**src/rtl/sub_serial_if.sv**
```systemverilog
// Operand/result bundle for the bit-serial subtractor; master issues start with a/b, slave returns status and results.
// No flow control: start is only sampled when the slave is idle.
interface sub_serial_if #(
   parameter int WIDTH = 8
);
   logic             start;
   logic [WIDTH-1:0] a;
   logic [WIDTH-1:0] b;
   logic             busy;
   logic             done;
   logic [WIDTH-1:0] diff;
   logic             borrow;
   logic [WIDTH-1:0] mag;

   modport master (
      output start, a, b,
      input  busy, done, diff, borrow, mag
   );

   modport slave (
      input  start, a, b,
      output busy, done, diff, borrow, mag
   );
endinterface

```
**src/rtl/sub_serial.sv**
```systemverilog
// Bit-serial unsigned subtractor, LSB first; done pulses WIDTH+1 cycles after the accepted start.
// start is ignored while busy or done; results hold until the next operation completes.
module sub_serial #(
   parameter int WIDTH = 8
) (
   input  logic        clk,
   input  logic        rst_n,
   sub_serial_if.slave bus
);
   localparam int             CW   = $clog2(WIDTH) + 1;
   localparam logic [CW-1:0]  LAST = CW'(WIDTH - 1);
   localparam logic [CW-1:0]  INC  = CW'(1);

   typedef enum logic [1:0] {IDLE, SHIFT, ABS, DONE} state_t;

   state_t           state_q;
   logic [WIDTH-1:0] a_q, b_q, d_q;
   logic [WIDTH-1:0] diff_q, mag_q;
   logic [CW-1:0]    cnt_q;
   logic             br_q, borrow_q, busy_q, done_q;

   logic             a_bit, b_bit, d_bit, br_d;
   logic [WIDTH-1:0] mag_d;

   assign a_bit = a_q[0];
   assign b_bit = b_q[0];
   assign d_bit = a_bit ^ b_bit ^ br_q;
   assign br_d  = (~a_bit & b_bit) | (~(a_bit ^ b_bit) & br_q);
   // Two's-complement negation of the raw difference when the final borrow is set.
   assign mag_d = br_q ? (~d_q + WIDTH'(1)) : d_q;

   always_ff @(posedge clk) begin
      if (!rst_n) begin
         state_q  <= IDLE;
         a_q      <= '0;
         b_q      <= '0;
         d_q      <= '0;
         cnt_q    <= '0;
         br_q     <= 1'b0;
         diff_q   <= '0;
         mag_q    <= '0;
         borrow_q <= 1'b0;
         busy_q   <= 1'b0;
         done_q   <= 1'b0;
      end else begin
         case (state_q)
            IDLE: begin
               if (bus.start) begin
                  a_q     <= bus.a;
                  b_q     <= bus.b;
                  d_q     <= '0;
                  cnt_q   <= '0;
                  br_q    <= 1'b0;
                  busy_q  <= 1'b1;
                  state_q <= SHIFT;
               end
            end
            SHIFT: begin
               a_q   <= a_q >> 1;
               b_q   <= b_q >> 1;
               d_q   <= {d_bit, d_q[WIDTH-1:1]};
               br_q  <= br_d;
               cnt_q <= cnt_q + INC;
               if (cnt_q == LAST) begin
                  state_q <= ABS;
               end
            end
            ABS: begin
               diff_q   <= d_q;
               borrow_q <= br_q;
               mag_q    <= mag_d;
               busy_q   <= 1'b0;
               done_q   <= 1'b1;
               state_q  <= DONE;
            end
            DONE: begin
               done_q  <= 1'b0;
               state_q <= IDLE;
            end
            default: state_q <= IDLE;
         endcase
      end
   end

   assign bus.busy   = busy_q;
   assign bus.done   = done_q;
   assign bus.diff   = diff_q;
   assign bus.borrow = borrow_q;
   assign bus.mag    = mag_q;
endmodule

```
**src/flat_wrapper.sv**
```systemverilog
// flat-port wrapper written by rule: the top's interface ports become plain ports
module sub_serial_flat 
#(
   parameter int WIDTH = 8
)
  (clk, rst_n, bus_start, bus_a, bus_b, bus_busy, bus_done, bus_diff, bus_borrow, bus_mag);
  sub_serial_if #(.WIDTH(WIDTH)) bus_i ();
  input  logic clk;
  input  logic rst_n;
  input wire logic [$bits(bus_i.start)-1:0] bus_start;
  input wire logic [$bits(bus_i.a)-1:0] bus_a;
  input wire logic [$bits(bus_i.b)-1:0] bus_b;
  output wire logic [$bits(bus_i.busy)-1:0] bus_busy;
  output wire logic [$bits(bus_i.done)-1:0] bus_done;
  output wire logic [$bits(bus_i.diff)-1:0] bus_diff;
  output wire logic [$bits(bus_i.borrow)-1:0] bus_borrow;
  output wire logic [$bits(bus_i.mag)-1:0] bus_mag;
  assign bus_i.start = bus_start;
  assign bus_i.a = bus_a;
  assign bus_i.b = bus_b;
  assign bus_busy = bus_i.busy;
  assign bus_done = bus_i.done;
  assign bus_diff = bus_i.diff;
  assign bus_borrow = bus_i.borrow;
  assign bus_mag = bus_i.mag;
  sub_serial #(.WIDTH(WIDTH)) u_core (.clk(clk), .rst_n(rst_n), .bus(bus_i));
endmodule
```
**config.mk**
```make
export PLATFORM = sky130hd
export DESIGN_NAME = sub_serial_flat
export DESIGN_NICKNAME = d
export VERILOG_FILES = /design/src/rtl/sub_serial_if.sv /design/src/rtl/sub_serial.sv /design/src/flat_wrapper.sv
export SDC_FILE = /design/constraint.sdc
export NUM_CORES = 1
export LEC_CHECK = 0
export BUFFER_PORTS_ARGS = -buffer_cell sky130_fd_sc_hd__buf_2
export CAP_MARGIN = 40
export CORE_MARGIN = 5
export CORE_UTILIZATION = 40
export DETAILED_ROUTE_END_ITERATION = 10
export HOLD_SLACK_MARGIN = 0.02
export PLACE_DENSITY_LB_ADDON = 0.12
export SLEW_MARGIN = 10
export SYNTH_ARGS = -nofsm -noshare
export SYNTH_HDL_FRONTEND = slang
export SYNTH_SLANG_ARGS = --single-unit
export TNS_END_PERCENT = 5
```
**constraint.sdc**
```tcl
create_clock -name clk -period 2.55 [get_ports clk]
set_clock_uncertainty 0.15 [all_clocks]
set_input_delay 0.3825 -clock clk [delete_from_list [all_inputs] [get_ports clk]]
set_output_delay 0.3825 -clock clk [all_outputs]
set_load 0.1 [all_outputs]
```
==> metrics.md, run 1 <==
| Metric | Value |
|---|---|
| CTS resizes | 0 |
| CTS tree | built |
| Outcome | finished, final reports clean |
| CORE AREA | ~5200 sq um |
| Total track usage | 0.127 |
| Pin count of the biggest net entering global routing | 30 |
| Post-synth net total | about 260 |
| Grt met1 use | 0.158 |
| Net count reported at finish | between 200 and 300 |
| Post-synth ARST share | 0 |
| Synth top area share | 0.456 |
| Max incr delay on CP | roughly 470 ps |
| Routed WL | approximately 4100 um |
| Die area | roughly 7000 sq um |
| Slew margin rel. | 0.621 |
| Syn Inst Count | 230 |
| Post-synthesis register bit count | between 40 and 50 |
| Setup bufs post-CTS | 0 |
| Leakage Power | slightly below 1 nW |
| Hold Crit Class | input port to register |
| IO Port Bufs | 37 |
| Vias/cell | approximately 5 |
| Worst path required time | 2610 ps |
| Worst path cell trace | inv_1, ha_1, nor2b_4, nor2_4, nor2_1, a211oi_1 |
| Number of distinct library cells after synthesis | 36 |
| RSZ-0062 raised after global routing | no |
| First-pass GRT wire length | about 7300 um |
| Final period util | 0.744 |
| Yosys Warn Count | 0 |
| VDD IR max | 0.000480 V |
| Cells after DPL | approximately 330 |
| Met3 usage in global routing | 0.0525 |
| Antenna-violating nets left | 0 |
| CP max FO | 28 |
| Share of cells above drive strength 1 | 0.198 |
| Max H-tree Level | 2 |
| Post-Layout Cell Count | ~330 |
| Commonest register cell after synthesis | dfxtp_1 |
| End point of the critical path | u_core.a_q[3]$_SDFFE_PN0P_ |
| GRT busiest layer | met2 |
| Initial antenna violation count | 0 |
| First-pass DRT Iterations | 4 |
| CTS root buf | clkbuf_8 |
| Area grow syn2layout | 15.0% |
| Synthesized area per cell | between 9 and 10 sq um |
| Tmin final | 1900 ps |
| RD Place Congestion | between 0.6 and 0.7 |
| Register-to-register setup slack | approximately 650 ps |
| Crit path from | u_core.state_q[0]$_SDFFE_PN0P_ |
| Num CTS Buffers | 5 |
| Syn Std Cell Area | between 2000 and 2500 sq um |
| Effective utilization at floorplan | 0.416 |
| Num ports | 38 |
| Synth area leaders | dfxtp_1 46%, mux2i_1 12%, nor2_1 8.4% |
| Met2 GRT Util | 0.198 |
| Clock sink count | between 40 and 50 |
| Overflow after GRT | 0 |
| Register-to-Register Path Depth | 6 |
| Final core occ | 0.479 |
| R2R Path Start | u_core.state_q[0]$_SDFFE_PN0P_ |
| Final hold viol count | 0 |
| Vias in the first global route | 1,619 |
| Number of diodes | 0 |
| Most numerous cell in the Yosys netlist | dfxtp_1 |
| DRC viols | 0 |
| Clock Latency Late Sink | approximately 300 ps |
| Worst-Margin Slew | approximately 570 ps |
| Setup Viol. Count Final | 0 |
| Slew Limit Fails | 0 |
| Total negative setup slack | 0 ps |
| Hold-fix buffers, CTS | 0 |
| Yosys top cell by area | dfxtp_1 |
| Drt initial violations | 72 |
| Die Y | approximately 83 um |
| Slowest-stage cell, CP | nor2_4 |
| Crit end category | register |
| Wirelength per Cell | 12.4 um |
| CP Launch Type | register |
| EDFF count, synth | 0 |
| Cell Rows | 26 |
| Post-synthesis sequential area ratio | 0.456 |
| Die width | between 80 and 90 um |
| Power per Cell Area | around 1200 nW/um^2 |
| DR vias | about 1,600 |
| Setup CP Type | register to register |
| Post-synth top cells | 49 x dfxtp_1, 48 x nor2_1, 26 x mux2i_1 |
| HPWL after DPL | between 2000 and 3000 um |
| Fmax achieved | about 530 MHz |
| Clk buf depth | 2 |
| CP Data Arrival Time | about 2000 ps |
| Clk pin slew, worst setup/hold paths | approximately 90 ps |
| Max capacitance violation total | 0 |
| Reg-to-Reg End | u_core.a_q[3]$_SDFFE_PN0P_ |
[per-layer routing]
metal	wire length, um	share of wire	up-vias
met5	0	0	-
met4	65	0.016	0
met3	213	0.051	6
met2	1750	0.42	30
met1	2110	0.51	714
li1	-	-	867
[registers in the layout (all words and copies together), names as in the netlist]
| register | cells |
|---|---|
| u_core.a_q | 8 |
| u_core.d_q | 8 |
| u_core.bus.done | 1 |
| u_core.state_q | 2 |
| u_core.bus.busy | 1 |
| u_core.br_q | 1 |
| u_core.b_q | 8 |
| u_core.cnt_q | 4 |
| u_core.bus.mag | 8 |
| u_core.bus.borrow | 1 |
| u_core.bus.diff | 7 |
[power by group]
part | internal [mW] | switching, mW
Combinational | 0.384 | 0.895
Sequential | 0.936 | 0.101
Clock | 0.320 | 0.250
Total | 1.64 | 1.25
[cell type report]
cell class	instances	area (sq um)
Fill cell	530	2700
Clock buffer	7	86.3
Clock inverter	1	30.0
Tap cell	70	87.6
Multi-Input combinational cell	157	1040
Timing Repair Buffer	42	223
Inverter	7	26.3
Sequential cell	49	981
[worst max-delay path, delay by kind of cell, from the launching register on]
family	cells	cell delay, ps
and+or+nand+nor	3	720
DFF	1	380
adders and majority gates	1	250
AOI/OAI and AO/OA	1	230
buffers and inverters	1	80
[how the worst min path moves through the flow]
stage | depth (start not counted) | start | slack [ps] | endpoint
after floorplan | 2 | u_core.cnt_q[3]$_SDFFE_PN0P_ | 300 | u_core.cnt_q[3]$_SDFFE_PN0P_
after CTS | 3 | bus_b[7] | 160 | u_core.b_q[7]$_SDFFE_PN0P_
final | 3 | bus_b[7] | 170 | u_core.b_q[7]$_SDFFE_PN0P_
after detailed placement | 2 | u_core.bus.done$_SDFFE_PN0P_ | 320 | u_core.bus.done$_SDFFE_PN0P_
after global routing | 3 | bus_a[7] | 190 | u_core.a_q[7]$_SDFFE_PN0P_
after global placement | 2 | u_core.cnt_q[3]$_SDFFE_PN0P_ | 320 | u_core.cnt_q[3]$_SDFFE_PN0P_
[through the flow]
step	hold slack, ps	power, mW	instance area, sq um	setup slack (ps)
4_1_cts	159	2.94	2480	622
2_1_floorplan	303	2.21	2150	645
6_report	165	2.89	2480	652
3_3_place_gp	321	2.34	2360	677
5_1_grt	187	3.09	2480	459
3_5_place_dp	319	2.35	2360	638
[cells by family after synthesis]
kind of cell | after synthesis | share of synthesized area
flip-flops | 49 | 0.456
adder cells (fa/ha/maj) | 7 | 0.0442
AND/OR/NAND/NOR | 71 | 0.151
buffers and inverters | 24 | 0.0598
XOR/XNOR | 4 | 0.0163
AO/OA/AOI/OAI | 49 | 0.152
multiplexers | 26 | 0.121
[layout by cell type, fill, tap and decap left out, types with 2 or more instances in the layout]
cell type,synthesis,routed
o21ai_0,6,6
nor2b_1,2,2
inv_1,6,6
a211oi_1,18,18
a21oi_1,10,10
xnor2_1,3,3
nand3_1,2,2
nand3b_1,2,2
nand2_1,4,4
nor2_1,48,48
nor3_1,4,4
clkbuf_8,0,6
buf_2,4,37
a22oi_1,11,11
buf_4,3,5
mux2i_1,26,26
ha_1,6,6
dfxtp_1,49,49
No activity file was read; power rests on OpenSTA's default activity.
==> run 2: changes to the inputs <==
clock period = 1.95 ns   (was 2.55 ns; I/O delays follow)
==> run 2 against run 1 <==
Net effect:
- die area unchanged
- first-iteration DRC count decreased by 4.2%
- largest cell class unchanged
- global-route usage decreased by 0.36 points
- combinational power increased by 42%
- total power increased by 31%
- clock power increased by 4.0%
- wire length decreased by 1.9%
- sequential power increased by 31%
- worst setup slack got worse by 500 ps
- core utilization increased by 0.60 points
- sequential cell count unchanged
- worst hold slack got worse by 79 ps
- critical path type unchanged
==> metrics.md, run 2 (synthesis gave the netlist of run 1 again) <==
| Metric | Value |
|---|---|
| Outcome | finished, final reports clean |
| Num ports | 38 |
| Dpl ws | a little over 90 ps |
| Slew margin rel. | 0.674 |
| DRC viols | 0 |
| CP Launch Type | register |
| DR vias | about 1,600 |
| Overflow after GRT | 0 |
| Vias in the first global route | 1,620 |
| Final core occ | 0.485 |
| Net count reported at finish | between 200 and 300 |
| Die area | between 6000 and 7000 sq um |
| Num CTS Buffers | 5 |
| Design Area, Final | about 2500 sq um |
| Total track usage | 0.124 |
| Clk pin slew, worst setup/hold paths | 80 ps |
| Final hold viol count | 0 |
| DP Area | approximately 2400 sq um |
| Share of cells above drive strength 1 | 0.212 |
| Routed WL | a little over 4000 um |
| Drt initial violations | 69 |
| First-pass GRT wire length | about 7300 um |
| Worst-Margin Slew | 492 ps |
| Clock Latency Late Sink | slightly below 300 ps |
| Cells after DPL | 327 |
| RD Place Congestion | about 0.73 |
| Die width | between 80 and 90 um |
| Worst path required time | 2010 ps |
| Setup WS post-layout | 157 ps |
| Fmax achieved | approximately 560 MHz |
| Setup CP Type | register to register |
| RSZ-0062 raised after global routing | no |
| Antenna-violating nets left | 0 |
| Max capacitance violation total | 0 |
| VDD IR max | 0.000761 V |
| Die Y | 83.4 um |
| Hold Crit Class | input port to register |
| IO Port Bufs | 37 |
| CP max FO | 28 |
| Leakage Power | roughly 1.0 nW |
| Wirelength per Cell | about 12 um |
| Pin count of the biggest net entering global routing | 47 |
| Clk buf depth | 2 |
| Slew Limit Fails | 0 |
| Power per Cell Area | ~1500 nW/um^2 |
| Tmin final | ~1800 ps |
| Cell Rows | 26 |
| CP Data Arrival Time | ~1900 ps |
| Number of diodes | 0 |
| Post-Layout Cell Count | between 300 and 400 |
| Effective utilization at floorplan | 0.416 |
| CORE AREA | 5170 sq um |
| Vias/cell | 4.91 |
| Setup bufs post-CTS | 0 |
| Initial antenna violation count | 0 |
| First-pass DRT Iterations | 4 |
| Final period util | 0.919 |
| Crit end category | register |
| Max H-tree Level | 2 |
| HPWL after DPL | between 2000 and 3000 um |
| Most frequent cells in the layout | 48 x nor2_1, 48 x dfxtp_1, 37 x buf_2 |
| CTS root buf | clkbuf_8 |
| Area grow syn2layout | 16.5% |
| Setup Viol. Count Final | 0 |
| Clock sink count | just under 50 |
| CTS tree | built |
| Total negative setup slack | 0 ps |
| Fillers | 528 |
-- run 2: cell type report --
type	count	area, sq um	area share
repair buffers	44	275	0.110
flip-flops and latches	49	982	0.392
inverters	7	26.3	0.0105
well taps	70	87.6	0.0349
clock buffers	7	86.3	0.0344
multi-input cells	157	1050	0.419
-- run 2: critical path, stage by stage, from the launching register on --
cell	delay, ps
dfxtp_1	380
inv_1	80
ha_1	240
nor2b_4	150
buf_4	150
nor2_4	120
buf_12	170
nor2_1	50
a211oi_1	210
-- run 2: power breakdown --
group | switching (mW) | total (mW) | leakage, nW | internal, mW
Sequential | 0.131 | 1.36 | 0.400 | 1.23
Clock | 0.311 | 0.593 | 0.0443 | 0.282
Combinational | 1.19 | 1.82 | 0.554 | 0.629
-- run 2: path summary, 6_finish.rpt --
path	start	to	slack, ps	cells after the start
worst max-delay path	u_core.state_q[1]$_SDFFE_PN0P_	u_core.b_q[4]$_SDFFE_PN0P_	160	8
worst min register to register	u_core.bus.done$_SDFFE_PN0P_	u_core.bus.done$_SDFFE_PN0P_	320	2
worst max register to register	u_core.state_q[1]$_SDFFE_PN0P_	u_core.b_q[4]$_SDFFE_PN0P_	160	8
worst min-delay path	bus_a[7]	u_core.a_q[7]$_SDFFE_PN0P_	90	3
-- run 2: timing repair --
item                                   in CTS  in global routing
setup endpoints to repair                   0                 12
resized for setup                           0                  4
endpoints found under the hold margin       0                  0
hold buffers                                0                  0
-- run 2: metal layers --
| metal | up-vias | routed length, um | global-route usage | part of all wire |
|---|---|---|---|---|
| met5 | - | 0 | 0 | 0 |
| met4 | 0 | 45 | 0.0312 | 0.011 |
| met3 | 4 | 241 | 0.0426 | 0.059 |
| met2 | 34 | 1760 | 0.202 | 0.43 |
| met1 | 733 | 2020 | 0.156 | 0.50 |
| li1 | 869 | - | - | - |
-- run 2: per-stage QoR --
| step | hold slack [ps] | total power [mW] |
|---|---|---|
| 6_report | 86.5 | 3.77 |
| 5_1_grt | 135 | 4.06 |
| 4_1_cts | 83.0 | 3.80 |
| 3_5_place_dp | 314 | 3.20 |
| 3_3_place_gp | 316 | 3.19 |
| 2_1_floorplan | 281 | 2.89 |
==> run 3: changes to the inputs <==
PLACE_DENSITY_LB_ADDON = not set   (was 0.12)
==> run 3 against run 2 <==
Net effect:
- combinational power hardly changed
- die area stayed put
- worst hold slack better by 13 ps
- critical path type unchanged
==> metrics.md, run 3 (synthesis gave the netlist of run 1 again) <==
| Metric | Value |
|---|---|
| Antenna-violating nets left | 0 |
| Most frequent cells in the layout | 48 x nor2_1, 47 x dfxtp_1, 37 x buf_2 |
| Share of cells above drive strength 1 | 0.219 |
| VDD IR max | around 0.00074 V |
| Num CTS Buffers | 5 |
| Leakage Power | 1.00 nW |
| Hold Crit Class | input port to register |
| Slew margin rel. | 0.674 |
| Final hold viol count | 0 |
| Die area | approximately 7000 sq um |
| RSZ-0062 raised after global routing | no |
| Worst Hold End | u_core.a_q[7]$_SDFFE_PN0P_ |
| Most common cell after layout, fill and taps aside | nor2_1 |
| Clock sink count | 49 |
| Outcome | finished, final reports clean |
| Cells after DPL | 327 |
| Tmin final | ~1800 ps |
| Wirelength per Cell | roughly 13 um |
| Max capacitance violation total | 0 |
| CP Data Arrival Time | between 1500 and 2000 ps |
| Worst-Margin Slew | between 400 and 500 ps |
| Total negative setup slack | 0 ps |
| CTS resizes | 0 |
| Final period util | 0.914 |
| Effective utilization at floorplan | 0.416 |
| Overflow after GRT | 0 |
| DRC viols | 0 |
| Num ports | 38 |
| Number of diodes | 0 |
| R2R Path Start | u_core.state_q[0]$_SDFFE_PN0P_ |
| Multi-input logic area | about 1000 sq um |
| Hold_sp | bus_a[7] |
| Die Y | between 80 and 90 um |
| Vias/cell | roughly 5.0 |
| Area grow syn2layout | 16.3% |
| First-pass DRT Iterations | 4 |
| Register-to-register setup slack | 170 ps |
| Fmax achieved | around 560 MHz |
| Design Area, Final | 2500 sq um |
| Clock Latency Late Sink | ~300 ps |
| Cell Rows | 26 |
| Pin count of the biggest net entering global routing | 35 |
| Hold depth | 3 |
| DP Area | 2400 sq um |
| Overall Power | 3.80 mW |
| DR vias | around 1,700 |
| Worst path required time | ~2000 ps |
| Final core occ | 0.484 |
| Final hold slack | approximately 100 ps |
| Net count reported at finish | between 200 and 300 |
| Clk buf depth | 2 |
| Clk pin slew, worst setup/hold paths | 90 ps |
| Power per Cell Area | around 1500 nW/um^2 |
| Hold-fix buffers, CTS | 0 |
| CORE AREA | just over 5000 sq um |
| Setup Viol. Count Final | 0 |
| CP max FO | 15 |
| Routed WL | between 4000 and 5000 um |
| Die width | around 83 um |
| CTS tree | built |
| Total track usage | 0.126 |
| Fillers | between 500 and 600 |
| Setup CP Type | register to register |
| Vias in the first global route | 1,581 |
| IO Port Bufs | 37 |
| Dpl ws | about 110 ps |
| Slew Limit Fails | 0 |
| Register-to-Register Path Depth | 6 |
| CP Launch Type | register |
| Seq. cell area | around 980 sq um |
| Setup bufs post-CTS | 0 |
| HPWL after DPL | 2970 um |
| Setup WS post-layout | 168 ps |
| Max H-tree Level | 2 |
| RD Place Congestion | approximately 0.77 |
| Post-Layout Cell Count | ~340 |
| Initial antenna violation count | 0 |
| Crit end category | register |
| Drt initial violations | 76 |
| Reg-to-Reg End | u_core.d_q[0]$_SDFFE_PN0P_ |
| First-pass GRT wire length | around 7400 um |
| CTS root buf | clkbuf_8 |
## run 3: changes by cell type in the layout (fill, tap and decap cells not counted), sizes merged
cell | previous run | this run
clkinv | 0 | 1
## run 3: critical path, cell delays in order, from the launching register on
cell and delay, ps:
dfxtp_2 360, inv_1 70, ha_1 240, nor2b_4 140
or2_2 420, a22oi_1 230, nor2_1 50
## run 3: final cells by class
cell class	count	area share
inverter	7	0.0105
sequential	49	0.393
clock buffer	7	0.0385
timing repair buffer	44	0.105
multi-input combinational	157	0.417
clock inverter	1	0.00200
tap	70	0.0350
## run 3: worst max-delay path by stage
stage | startpoint | end | slack (ps) | depth (start not counted)
after CTS | u_core.state_q[0]$_SDFFE_PN0P_ | u_core.d_q[0]$_SDFFE_PN0P_ | 100 | 6
final | u_core.state_q[0]$_SDFFE_PN0P_ | u_core.d_q[0]$_SDFFE_PN0P_ | 170 | 6
after floorplan | u_core.state_q[0]$_SDFFE_PN0P_ | u_core.a_q[7]$_SDFFE_PN0P_ | 90 | 9
after global placement | u_core.state_q[0]$_SDFFE_PN0P_ | u_core.br_q$_SDFFE_PN0P_ | 150 | 6
after detailed placement | u_core.state_q[0]$_SDFFE_PN0P_ | u_core.d_q[0]$_SDFFE_PN0P_ | 110 | 6
after global routing | u_core.state_q[0]$_SDFFE_PN0P_ | u_core.a_q[3]$_SDFFE_PN0P_ | 40 | 8
## run 3: metal layers
metal,part of all wire,vias to the layer above,track usage
met5,0,-,0
met4,0.0090,0,0.0357
met3,0.050,7,0.0416
met2,0.42,31,0.185
met1,0.52,763,0.176
li1,-,870,-
## run 3: power by group
group          internal (mW)  switching [mW]
clock network          0.321           0.328
logic                  0.590            1.20
registers               1.23           0.133
